## config.mk

```make
export PLATFORM = sky130hd
export DESIGN_NAME = digital_stopwatch_core
export DESIGN_NICKNAME = d
export VERILOG_FILES = /design/src/rtl/stopwatch_pkg.sv /design/src/rtl/stopwatch_mod_counter.sv /design/src/rtl/digital_stopwatch_core.sv
export SDC_FILE = /design/constraint.sdc
export NUM_CORES = 1
export LEC_CHECK = 0
export CORE_ASPECT_RATIO = 2
export CORE_MARGIN = 1.5
export CORE_UTILIZATION = 45
export CTS_CLUSTER_SIZE = 25
export DETAILED_ROUTE_END_ITERATION = 10
export PLACE_DENSITY = 0.83
export SLEW_MARGIN = 20
export SYNTH_ARGS = -nofsm -noshare
export SYNTH_HDL_FRONTEND = slang
export SYNTH_HIERARCHICAL = 1
export SYNTH_SLANG_ARGS = --single-unit
```

## constraint.sdc

```tcl
create_clock -name clk -period 2.7 [get_ports clk]
set_clock_uncertainty 0.05 [all_clocks]
set_input_delay 0.27 -clock clk [delete_from_list [all_inputs] [get_ports clk]]
set_output_delay 0.27 -clock clk [all_outputs]
set_load 0.01 [all_outputs]
```

## src/rtl/stopwatch_pkg.sv

```systemverilog
// Shared types and widths for the millisecond stopwatch.
// Holds the FSM state encoding, field widths and default moduli.
package stopwatch_pkg;

    localparam int MS_W  = 10;
    localparam int SEC_W = 6;
    localparam int MIN_W = 6;

    localparam int MS_MOD_DEF  = 1000;
    localparam int SEC_MOD_DEF = 60;
    localparam int MIN_MOD_DEF = 60;

    typedef enum logic [1:0] {
        ST_IDLE = 2'd0,
        ST_RUN  = 2'd1,
        ST_HOLD = 2'd2
    } sw_state_e;

endpackage

```

## src/rtl/stopwatch_mod_counter.sv

```systemverilog
// Modulo-MOD counter stage for the stopwatch cascade.
// Ports: clk, reset (async, active-low), en -> cnt (count), carry (en & cnt==MOD-1).
module stopwatch_mod_counter #(
    parameter int MOD = 10,
    parameter int W   = 4
) (
    input  logic         clk,
    input  logic         reset,
    input  logic         en,
    output logic [W-1:0] cnt,
    output logic         carry
);

    localparam logic [W-1:0] LAST = W'(MOD - 1);

    logic [W-1:0] cnt_q, cnt_d;

    assign carry = en && (cnt_q == LAST);
    assign cnt   = cnt_q;

    always_comb begin
        cnt_d = cnt_q;
        if (en) begin
            cnt_d = carry ? '0 : cnt_q + 1'b1;
        end
    end

    always_ff @(posedge clk or negedge reset) begin
        if (!reset) begin
            cnt_q <= '0;
        end else begin
            cnt_q <= cnt_d;
        end
    end

endmodule

```

## src/rtl/digital_stopwatch_core.sv

```systemverilog
// Millisecond stopwatch: prescaler + IDLE/RUN/HOLD FSM + ms/sec/min cascade.
// Ports: clk, reset (async, active-low), start, stop -> milisec, sec, min.
// Option: STOPWATCH_SATURATE_EN holds at the last value instead of wrapping.
module digital_stopwatch_core
    import stopwatch_pkg::*;
#(
    parameter int TICKS_PER_MS = 1,
    parameter int MS_MOD       = MS_MOD_DEF,
    parameter int SEC_MOD      = SEC_MOD_DEF,
    parameter int MIN_MOD      = MIN_MOD_DEF
) (
    input  logic             clk,
    input  logic             reset,
    input  logic             start,
    input  logic             stop,
    output logic [MS_W-1:0]  milisec,
    output logic [SEC_W-1:0] sec,
    output logic [MIN_W-1:0] min
);

    localparam int PW = (TICKS_PER_MS > 1) ? $clog2(TICKS_PER_MS) : 1;
    localparam logic [PW-1:0] PRE_LAST = PW'(TICKS_PER_MS - 1);

    sw_state_e     state_q, state_d;
    logic [PW-1:0] pre_q, pre_d;
    logic          running;
    logic          at_max;
    logic          adv;
    logic          tick;
    logic          ms_c;
    logic          sec_c;
    logic          min_wrap_unused;

    assign running = (state_q == ST_RUN);

`ifdef STOPWATCH_SATURATE_EN
    // Final value reached: freeze everything but keep the run state.
    assign at_max = (milisec == MS_W'(MS_MOD - 1))
                 && (sec == SEC_W'(SEC_MOD - 1))
                 && (min == MIN_W'(MIN_MOD - 1));
`else
    assign at_max = 1'b0;
`endif

    assign adv  = running && !at_max;
    assign tick = adv && (pre_q == PRE_LAST);

    always_comb begin
        pre_d = pre_q;
        if (adv) begin
            pre_d = (pre_q == PRE_LAST) ? '0 : pre_q + 1'b1;
        end
    end

    // stop wins over start; a stop seen in IDLE keeps the zeroed state.
    always_comb begin
        state_d = state_q;
        if (stop) begin
            state_d = (state_q == ST_IDLE) ? ST_IDLE : ST_HOLD;
        end else if (start) begin
            state_d = ST_RUN;
        end
    end

    always_ff @(posedge clk or negedge reset) begin
        if (!reset) begin
            state_q <= ST_IDLE;
            pre_q   <= '0;
        end else begin
            state_q <= state_d;
            pre_q   <= pre_d;
        end
    end

    stopwatch_mod_counter #(.MOD(MS_MOD), .W(MS_W)) u_ms (
        .clk   (clk),
        .reset (reset),
        .en    (tick),
        .cnt   (milisec),
        .carry (ms_c)
    );

    stopwatch_mod_counter #(.MOD(SEC_MOD), .W(SEC_W)) u_sec (
        .clk   (clk),
        .reset (reset),
        .en    (ms_c),
        .cnt   (sec),
        .carry (sec_c)
    );

    stopwatch_mod_counter #(.MOD(MIN_MOD), .W(MIN_W)) u_min (
        .clk   (clk),
        .reset (reset),
        .en    (sec_c),
        .cnt   (min),
        .carry (min_wrap_unused)
    );

endmodule

```

**Word-level counts from Yosys, hierarchy flattened**

Cells that the tools add are included.

- Flip-flop bits (word level): 25
- Latch bits: 0
- RAM bits: 0
- Memory bits (read-only): 0
- Output and inout bits: 22
- Memories kept: 0

- Add/subtract/negate cells: 4
- Multipliers: 0
- Div/mod/pow operators: 0
- Order comparisons: 0
- Eq/ne operators: 4
- Shift operators: 0
- Multiplexer cells: 7
- Bitwise logic cells: 1
- Reductions and logical operators: 6

Operators by type and width:

| operator | count |
|---|---|
| $add A6 B1 Y6 const B | 2 |
| $eq A6 B6 Y1 const B | 2 |
| $mux W6 | 2 |
| $add A10 B1 Y10 const B | 1 |
| $eq A10 B10 Y1 const B | 1 |
| $mux W10 | 1 |
| $mux W2 | 3 |
| $logic_and A1 B1 Y1 | 4 |
| $eq A2 B1 Y1 const B | 1 |
| $logic_not A2 Y1 | 1 |
| $reduce_bool A2 Y1 | 1 |
| $add A1 B1 Y1 const B | 1 |
| $mux W1 | 1 |
| $not A1 Y1 | 1 |

**Depth between registers and ports, before layout**

Gate-level depths: netlist of run 1.

- Depth in word-level cells: 6
- Depth in mapped cells: 9
- Depth with buffers taken out: 8

**By module**

Netlist of run 1, hierarchy kept.

Modules (own cells, without submodules):

| module | instances | cells each | area each (um^2) |
|---|---|---|---|
| stopwatch_mod_counter at u_min ... | 2 | 31 | 310.3 |
| stopwatch_mod_counter at u_ms | 1 | 54 | 553.0 |
| digital_stopwatch_core | 1 | 8 | 80.1 |

**Worst setup path after synthesis of run 1**

Ideal clock, no wire load.

- Path kind: register to register
- From: reg state_q[1]
- To: reg u_min.cnt_q[0] (netlist: u_min/cnt[0])
- Setup time: 141 ps
- Arrival: 2529 ps
- Path slack: -20 ps
- Cell stages (with the launch flop): 10
- Cells stage by stage: dfrtp_1 > and2b_2 > buf_2 > nand4b_1 > nor3_2 > nand3_2 > nor3_2 > nand3_2 > o311ai_1 > o21ai_1

- Longest elaborated chain between the ends: 6

Ends and longest elaborated chain:

| what | RTL line | text |
|---|---|---|
| start, declared | digital_stopwatch_core.sv:24 | `sw_state_e state_q, state_d;` |
| start signal, assigned | digital_stopwatch_core.sv:70 | `state_q <= state_d;` |
| $eq A2 B1 Y1 * | digital_stopwatch_core.sv:34 | `assign running = (state_q == ST_RUN);` |
| via adv | digital_stopwatch_core.sv:28 | `logic adv;` |
| $logic_and A1 B1 Y1 * | digital_stopwatch_core.sv:46 | `assign tick = adv && (pre_q == PRE_LAST);` |
| $logic_and A1 B1 Y1 * | stopwatch_mod_counter.sv:18 | `assign carry = en && (cnt_q == LAST);` |
| via ms_c | digital_stopwatch_core.sv:30 | `logic ms_c;` |
| $logic_and A1 B1 Y1 * | stopwatch_mod_counter.sv:18 |  |
| via sec_c | digital_stopwatch_core.sv:31 | `logic sec_c;` |
| $logic_and A1 B1 Y1 | stopwatch_mod_counter.sv:18 |  |
| $mux W6 | stopwatch_mod_counter.sv:24 | `cnt_d = carry ? '0 : cnt_q + 1'b1;` |
| end signal, assigned | stopwatch_mod_counter.sv:32 | `cnt_q <= cnt_d;` |
| end, declared | stopwatch_mod_counter.sv:16 | `logic [W-1:0] cnt_q, cnt_d;` |

The timed path passes the listed nets; every way through them passes the cells marked *.
A chain may end at the register's enable or synchronous reset.

**Worst setup path after layout of run 1**

- From: reg state_q[1]
- To: reg u_min.cnt_q[3] (netlist: u_min/cnt[3])

Same word-level chain as after synthesis.

==> results of run 1 <==
-- report_power, final --
group | switching (W) | leakage, nW | total [W] | internal [W]
Sequential | 0.0000608 | 0.326 | 0.000453 | 0.000392
Combinational | 0.0000714 | 0.321 | 0.000161 | 0.0000894
Clock | 0.000117 | 0.0288 | 0.000247 | 0.000130
Total | 0.000249 | 0.675 | 0.000861 | 0.000612
-- cell type report --
class                           count  area [µm²]
Inverter                            7       26.28
Clock buffer                        4       55.05
Timing Repair Buffer               28       272.8
Sequential cell                    24       600.6
Multi-Input combinational cell     90       618.1
Tap cell                           28       35.03
Fill cell                         235       994.7
-- cells by family after synthesis --
kind of cell,after synthesis,synth area share
and+or+nand+nor,50,0.2435
AOI/OAI and AO/OA,27,0.1397
DFF,24,0.4790
buffers and inverters,10,0.03293
xor gates and xnor gates,7,0.04890
muxes,3,0.02595
adders and majority gates,3,0.02994
-- per-stage QoR --
stage | total power (W) | area [µm²] | worst slack, ns
2_1_floorplan | 0.0005246 | 1260 | 0.1028
3_3_place_gp | 0.0006124 | 1553 | 0.4134
3_5_place_dp | 0.0006231 | 1553 | 0.2979
4_1_cts | 0.0008670 | 1608 | 0.2715
5_1_grt | 0.0008996 | 1608 | 0.05942
6_report | 0.0008610 | 1608 | 0.3087
-- per-layer routing --
| layer | vias to the layer above | wire length, µm | share of wire | track usage |
|---|---|---|---|---|
| li1 | 513 | - | - | - |
| met1 | 541 | 960 | 0.36 | 0.2000 |
| met2 | 30 | 1514 | 0.57 | 0.3508 |
| met3 | 6 | 114 | 0.043 | 0.02857 |
| met4 | 0 | 79 | 0.030 | 0.1033 |
| met5 | - | 0 | 0 | 0 |
-- critical path, delay by kind of cell, from the launching register on --
| kind | cells | cell delay, ns |
|---|---|---|
| and+or+nand+nor | 7 | 1.45 |
| xor gates and xnor gates | 1 | 0.18 |
| buffers and inverters | 1 | 0.21 |
| DFF | 1 | 0.39 |
-- cells in the mapped netlist (all sizes together) --
| master | instances |
|---|---|
| a31oi | 2 |
| and4b | 1 |
| o311ai | 3 |
| nand2 | 11 |
| nor2 | 9 |
| nor3 | 3 |
| and2b | 1 |
| inv | 7 |
| a41oi | 2 |
| nand4 | 7 |
| a21oi | 2 |
| buf | 3 |
| mux2 | 2 |
| or3 | 1 |
| nand3 | 8 |
| nand2b | 3 |
| o211ai | 3 |
| nand4b | 1 |
| mux2i | 1 |
| or4 | 3 |
| o31ai | 1 |
| dfrtp | 24 |
| ha | 3 |
| o21ai | 12 |
| and3 | 2 |
| o22ai | 1 |
| xnor2 | 2 |
| o221ai | 1 |
| xor2 | 5 |
-- worst paths after layout --
check,from,endpoint,slack (ns),cells past startpoint
worst max-delay path,state_q[1],u_min/cnt[3],0.31,9
worst min register to register,state_q[0],state_q[0],0.48,2
max in group asynchronous,reset,u_sec/cnt[4],2.07,2
worst min-delay path,reset,u_sec/cnt[1],0.30,2
worst max register to register,state_q[1],u_min/cnt[3],0.31,9
min in group clk,state_q[0],state_q[0],0.48,2
-- sequential cells by signal (all words and copies together), names as in the netlist --
name,cells
u_ms/cnt,10
u_min/cnt,6
u_sec/cnt,6
state_q,2
==> impl_summary.md, run 1 <==
Run status
The run finished with clean final reports.

Timing
The number of max-slew violations in the final report is 0. The number of endpoints with negative hold slack in the final report was 0. For this run, the top clock speed supported by timing is 418.2 MHz. The number of failing setup endpoints in the final timing report is 0.

Setup repair after global routing left no endpoint under its margin. Headroom to the max-slew limit came out at 0.7355. For the pin with the worst max-slew slack, the measured transition is 0.3946 ns.

In the final timing run, aggregate negative setup slack is 0 ns. In the finished design, the share of the clock period the worst path needs comes to 0.8857. The worst hold slack after final layout is 0.2957 ns. The worst path in the final design needs a cycle of 2.391 ns, including I/O delays and setup.

GRT
Across every metal layer, demand over resource in global routing totals 0.1985. Entering global routing, the biggest net connects 25 pins. The number of antenna violations at the first check in global routing is 0. The via count of the first global-routing pass came to 1,058. The first-pass GRT wire length is 4.471 mm.

The overflow left after global routing is 0.

CTS
The clock latency reported for the late side of the worst-skew pair is 0.27 ns. In this run the post-CTS setup repair buffer count came out at 0. The clock root buffer master is sky130_fd_sc_hd__clkbuf_8. The TritonCTS clock tree is done. The post-cts gate resize count is 0. The number of CTS-inserted buffers is 3. The register clock-pin slew on the reported worst setup and hold paths is 0.09 ns. After clock tree synthesis, the flow added hold-fix buffers numbering 0. The number of H-tree branching levels is 1. The longest clock path from root to sink contains 2 buffers. The clock net in this run drives a total of 24 sinks.

Power
The total power per unit cell area is 535.5 mW/mm². The static leakage is 0.6752 nW. Across the VDD grid, the largest voltage drop is 0.4572 mV.

Setup path
The slowest library cell on the worst path is sky130_fd_sc_hd__dfrtp_1. The required time at the worst-slack endpoint is 2.81 ns. The type of the worst setup path is reg2reg.

The signal on the critical path passes through and2b_2 > nand4b_1 > nor3_4 > nand3_2 > nor3_2 > buf_4 > nand4_1 > xor2_1 > nor2_1. The biggest cell delay along the critical path is 0.39 ns. The arrival time of data at the critical path endpoint is 2.50 ns. The kind of end point of the critical path is a register. The type of element launching the critical path is a register. Of all nets on the critical path, the largest fanout is 10.

Route
The first detailed-routing pass took 4 iterations. Detailed routing inserted a total of 1,090 vias. In this run the remaining antenna-violating nets after routing total 0. The routed wire length per instance is 14.75 µm. Wires add up to 2.669 mm. The DRC violation count after routing is 0.

The detailed router finished its first iteration with 20 violations. The average via count per standard cell is 6.022.

Synthesis
Counting every net in the synthesized netlist gives 131. After synthesis the netlist holds a flip-flop and latch count of 24. The total number of yosys warnings is 6. The share of the Yosys chip area taken by registers is 0.4790. The mapped cell area is 0.001254 mm². Each instance of the synthesized netlist takes up on average 10.11 µm². Of all cell types, the one taking the most synthesized area is sky130_fd_sc_hd__dfrtp_1.

The number of different library cells used by synthesis comes to 35. Synthesis handed over a netlist of 124 instances. Sorting the synthesized cells by area gives the leading types as sky130_fd_sc_hd__dfrtp_1 (48%), sky130_fd_sc_hd__o21ai_0 (3.6%), sky130_fd_sc_hd__xor2_1 (3.5%), sky130_fd_sc_hd__nand2_1 (3.3%), sky130_fd_sc_hd__ha_1 (3.0%).

Of the post-synthesis cell area, the dominant cell type holds 0.4790.

Layout
Excluding fillers, the count of instances in the completed layout stands at 181. From synthesis to final layout, the design area changed by 28.24%. For this run, the post-layout net count is 161. The utilization after layout is 0.6178. In the final layout, the share of cells above drive strength 1 is 0.1176. The leading cell type in the layout, fill and taps excluded is sky130_fd_sc_hd__clkdlybuf4s50_1. The number of antenna diodes in the final layout is 0. In the layout the commonest cells are sky130_fd_sc_hd__clkdlybuf4s50_1 (25), sky130_fd_sc_hd__dfrtp_1 (24), sky130_fd_sc_hd__nand2_1 (11).

Floorplanning
The die area is 0.003131 mm². The number of rows in the core area is 26. The die extent in x is 40.32 µm. The floorplan step set the die height to 77.65 µm. The number of top-level pins is 26. For this configuration, the core starts out at a cell density of 0.4817.

The core region is 0.002603 mm².

Flow run
Max-cap violations in this run came to 0.

Placed design
At the end of routability-driven placement, the weighted congestion stood at 0.7608. The count of input and output buffers is 25. Detailed placement ended at an HPWL of 1.971 mm.

The cell count after placement is 177.

Min path
The class of the tightest hold or removal check is in2async.
No activity file was read; power rests on OpenSTA's default activity.
==> run 2, diff against run 1 <==
- SETUP_SLACK_MARGIN: default -> 0.02
==> results of run 2 <==
Final layout, timing and power as in run 1 (identical DEF).
==> run 3, diff against run 2 <==
- CORE_ASPECT_RATIO: 2 -> default
- CORE_UTILIZATION: 45 -> 54
- MAX_ROUTING_LAYER: default -> met4
- PLACE_DENSITY: 0.83 -> 0.93
- clock period: 2.7 -> 3.1 ns (I/O delays scaled with it)
==> run 3 against run 2 <==
Against the previous run: first-iteration DRC count fell by 5.0%; highest routed layer unchanged; register-to-register slack improved by 0.20 ns; critical path depth fell by 1; worst hold slack improved by 0.15 ns; non-clock buffer count fell by 1; critical path type unchanged; sequential share of layout area rose by 0.83 points; largest power group unchanged; maximum frequency fell by 7.6%; clock-buffer cell count did not move; combinational power fell by 14%.
==> impl_summary.md, run 3 (synthesis results as in run 1) <==
Run status
The flow ran to the end, and the final reports show no timing, DRC or antenna violations.

Setup path
The most frequent cell on the critical path is sky130_fd_sc_hd__nor3_2. The maximum fanout count along the critical path came to 10 (unchanged). The worst setup path is launched from a register.

Walking the worst path, the cells encountered are and2b_2 > nand4b_1 > nor3_2 > nand3_2 > nor3_2 > and3_1 > a41oi_1 > a31oi_1. The source of the worst register-to-register timing path is state_q[1]. The arrival time of data at the critical path endpoint is 2.77 ns (+0.27 ns).

STA classifies the critical path endpoint as a register. The required time at the worst-slack endpoint was 3.28 ns (+0.47 ns). The worst-case register-to-register setup slack is 0.51 ns (+0.20 ns). In this run the critical register-to-register path is captured at u_min/cnt[5]. The slowest library cell on the worst path is sky130_fd_sc_hd__nor3_2. The number of buffers and inverters on the critical path is 0 (-1).

The dominant delay contributor by cell family on the critical path is simple AND/OR/NAND/NOR gates. The cell count of the worst reg-to-reg path is 8 (-1). The biggest cell delay along the critical path is 0.54 ns (+0.15 ns). The type of the worst setup path is reg2reg.

Timing
The sum of negative setup slack came to 0 ns (unchanged). The fraction of the cycle the final worst path needs came to 0.8345 (-0.05121). The number of failing setup endpoints in the final timing report is 0 (unchanged). The worst relative slew slack came to 0.5856 (-0.1499). Setup repair after global routing left no endpoint under its margin.

The number of endpoints with negative hold slack in the final report is 0 (unchanged). The time the final worst path needs with I/O delays and setup was 2.587 ns (+0.1955 ns). The maximum operating frequency came to 386.6 MHz (-7.6%).

The slew at the pin closest to its max-slew limit was 0.6182 ns (+0.2236 ns). The number of max-slew violations in the final report is 0 (unchanged).

Layout
The utilization after layout is 0.7110 (+0.09318). The number of nets in the finished design came to 160 (-0.62%). The number of diodes added for antenna fixing came to 0 (unchanged). The area taken by flip-flops and latches was 600.6 µm² (unchanged). The fraction of layout instances using a drive strength above 1 is 0.1118 (-0.005805). The layout-stage area growth over the synthesis result is 25.45%. The multi-input logic area is 611.8 µm² (-1.0%). The fill cell total of the finished layout is 180 (-23%).

The flip-flop count of the largest register, all copies and words added is 10 (unchanged). The top cell types in the final layout, fill and taps aside, are sky130_fd_sc_hd__clkdlybuf4s50_1 (24), sky130_fd_sc_hd__dfrtp_1 (24), sky130_fd_sc_hd__nand2_1 (11).

Floorplanning
The die boundary height was 51.19 µm (-34%). The number of rows in the core area is 17 (-35%). The die area is 0.002620 mm² (-16%). The number of top-level pins is 26 (unchanged). The area of the core is 0.002212 mm² (-15%). The effective utilization at floorplan is 0.5667 (+0.08501). The die extent in x came to 51.19 µm (+27%).

Power
The switching power as a share of total power is 0.2943 (+0.005356). The portion of total power attributed to sequential cells was 0.570 (+0.044). The share of power burned in combinational logic was 0.200 (+0.013). The internal power is 0.0004902 W (-20%). The total power per unit cell area came to 441.7 mW/mm² (-18%). The clock share of power is 0.230 (-0.057). The static leakage is 0.6449 nW (-4.5%). The switching power is 0.0002045 W (-18%).

The worst supply voltage drop on vdd came to 0.3327 mV (-27%).

CTS
The maximum count of clock buffers along a single path is 2 (unchanged). The number of H-tree branching levels was 1 (unchanged). The clock latency reported for the late side of the worst-skew pair was 0.30 ns (+0.03 ns).

The post-cts gate resize count is 0 (unchanged). The register clock-pin slew on the reported worst setup and hold paths was 0.12 ns (+0.03 ns). The number of CTS-inserted buffers is 3 (unchanged).

The TritonCTS clock tree is done. The sink count of the clock tree is 24 (unchanged). The clock root buffer master is sky130_fd_sc_hd__clkbuf_4.

Flow run
The max capacitance violation total is 0 (unchanged).

Route
The DRC violation count after routing is 0 (unchanged). The routed wire length per instance is 14.34 µm (-2.8%). The average via count per standard cell is 5.828 (-3.2%). The antenna violation net count after detailed routing is 0 (unchanged). The total vias in the final route is 1,049 (-3.8%). The routed wire length was 2.581 mm (-3.3%).

The total iterations of the first detailed-routing run is 4 (unchanged). The number of design-rule violations left by the first detailed-router iteration is 19 (-5.0%).

GRT
The via count of the first global-routing pass is 1,043 (-1.4%). The overflow left after global routing is 0 (unchanged). The aggregate global-route resource usage was 0.2296 (+0.03114). The number of antenna violations at the first check in global routing came to 0 (unchanged). The largest net degree at the start of global routing is 25 (unchanged). The first-pass GRT wire length is 4.381 mm (-2.0%).

Placed design
The count of input and output buffers was 25 (unchanged). The sum of net half-perimeters after detailed placement came to 1.903 mm (-3.5%). The routability congestion estimate is 0.7945 (+4.4%).

Min path
The class of the tightest hold or removal check is in2async.
[run 3: cell types whose count changed in the layout (fill, tap and decap cells not counted), sizes merged]
cell           before  now
dlygate4sd3         0    1
buf                 3    2
clkdlybuf4s50      25   24
[run 3: how the worst max path moves through the flow]
stage,cells after the start,start,slack (ns),end
4_1_cts,8,state_q[1],0.53,u_min/cnt[0]
5_1_grt,8,state_q[1],0.27,u_min/cnt[0]
3_3_place_gp,8,state_q[1],0.69,u_min/cnt[0]
2_1_floorplan,9,state_q[1],0.38,u_min/cnt[0]
3_5_place_dp,8,state_q[1],0.54,u_min/cnt[0]
6_report,8,state_q[1],0.51,u_min/cnt[5]
[run 3: metrics by stage]
step | hold WS [ns] | cell area (µm²) | worst slack (ns) | power, W | std cells
2_1_floorplan | -0.03559 | 1254 | 0.3802 | 0.0004567 | 124
3_3_place_gp | 0.4514 | 1531 | 0.6885 | 0.0005302 | 175
3_5_place_dp | 0.4763 | 1531 | 0.5435 | 0.0005406 | 175
4_1_cts | 0.4961 | 1568 | 0.5329 | 0.0007007 | 179
5_1_grt | 0.4901 | 1573 | 0.2697 | 0.0007322 | 180
6_report | 0.4506 | 1573 | 0.5132 | 0.0006947 | 180
[run 3: repair_timing]
item	CTS	global route
hold buffers	0	1
setup buffers	0	0
setup endpoints to repair	0	0
endpoints found under the hold margin	0	24
[run 3: power by group through the flow]
stage / combinational (W) / clock, W / sequential, W
after floorplan: 0.0000514 / 0 / 0.000405
after global placement: 0.000132 / 0 / 0.000398
after detailed placement: 0.000138 / 0 / 0.000403
after CTS: 0.000140 / 0.000165 / 0.000396
after global routing: 0.000149 / 0.000181 / 0.000402
final: 0.000139 / 0.000160 / 0.000396
[run 3: cell type report]
| class | count | area share |
|---|---|---|
| Multi-Input combinational cell | 90 | 0.3890 |
| Tap cell | 28 | 0.02228 |
| Inverter | 7 | 0.01671 |
| Clock buffer | 4 | 0.02307 |
| Sequential cell | 24 | 0.3819 |
| Timing Repair Buffer | 27 | 0.1671 |
[run 3: routing by layer]
layer | part of all wire | track usage | wire length, µm
met5 | 0 | - | 0
met4 | 0.010 | 0.1036 | 26
met3 | 0.034 | 0.02632 | 89
met2 | 0.53 | 0.4156 | 1360
met1 | 0.43 | 0.2519 | 1104
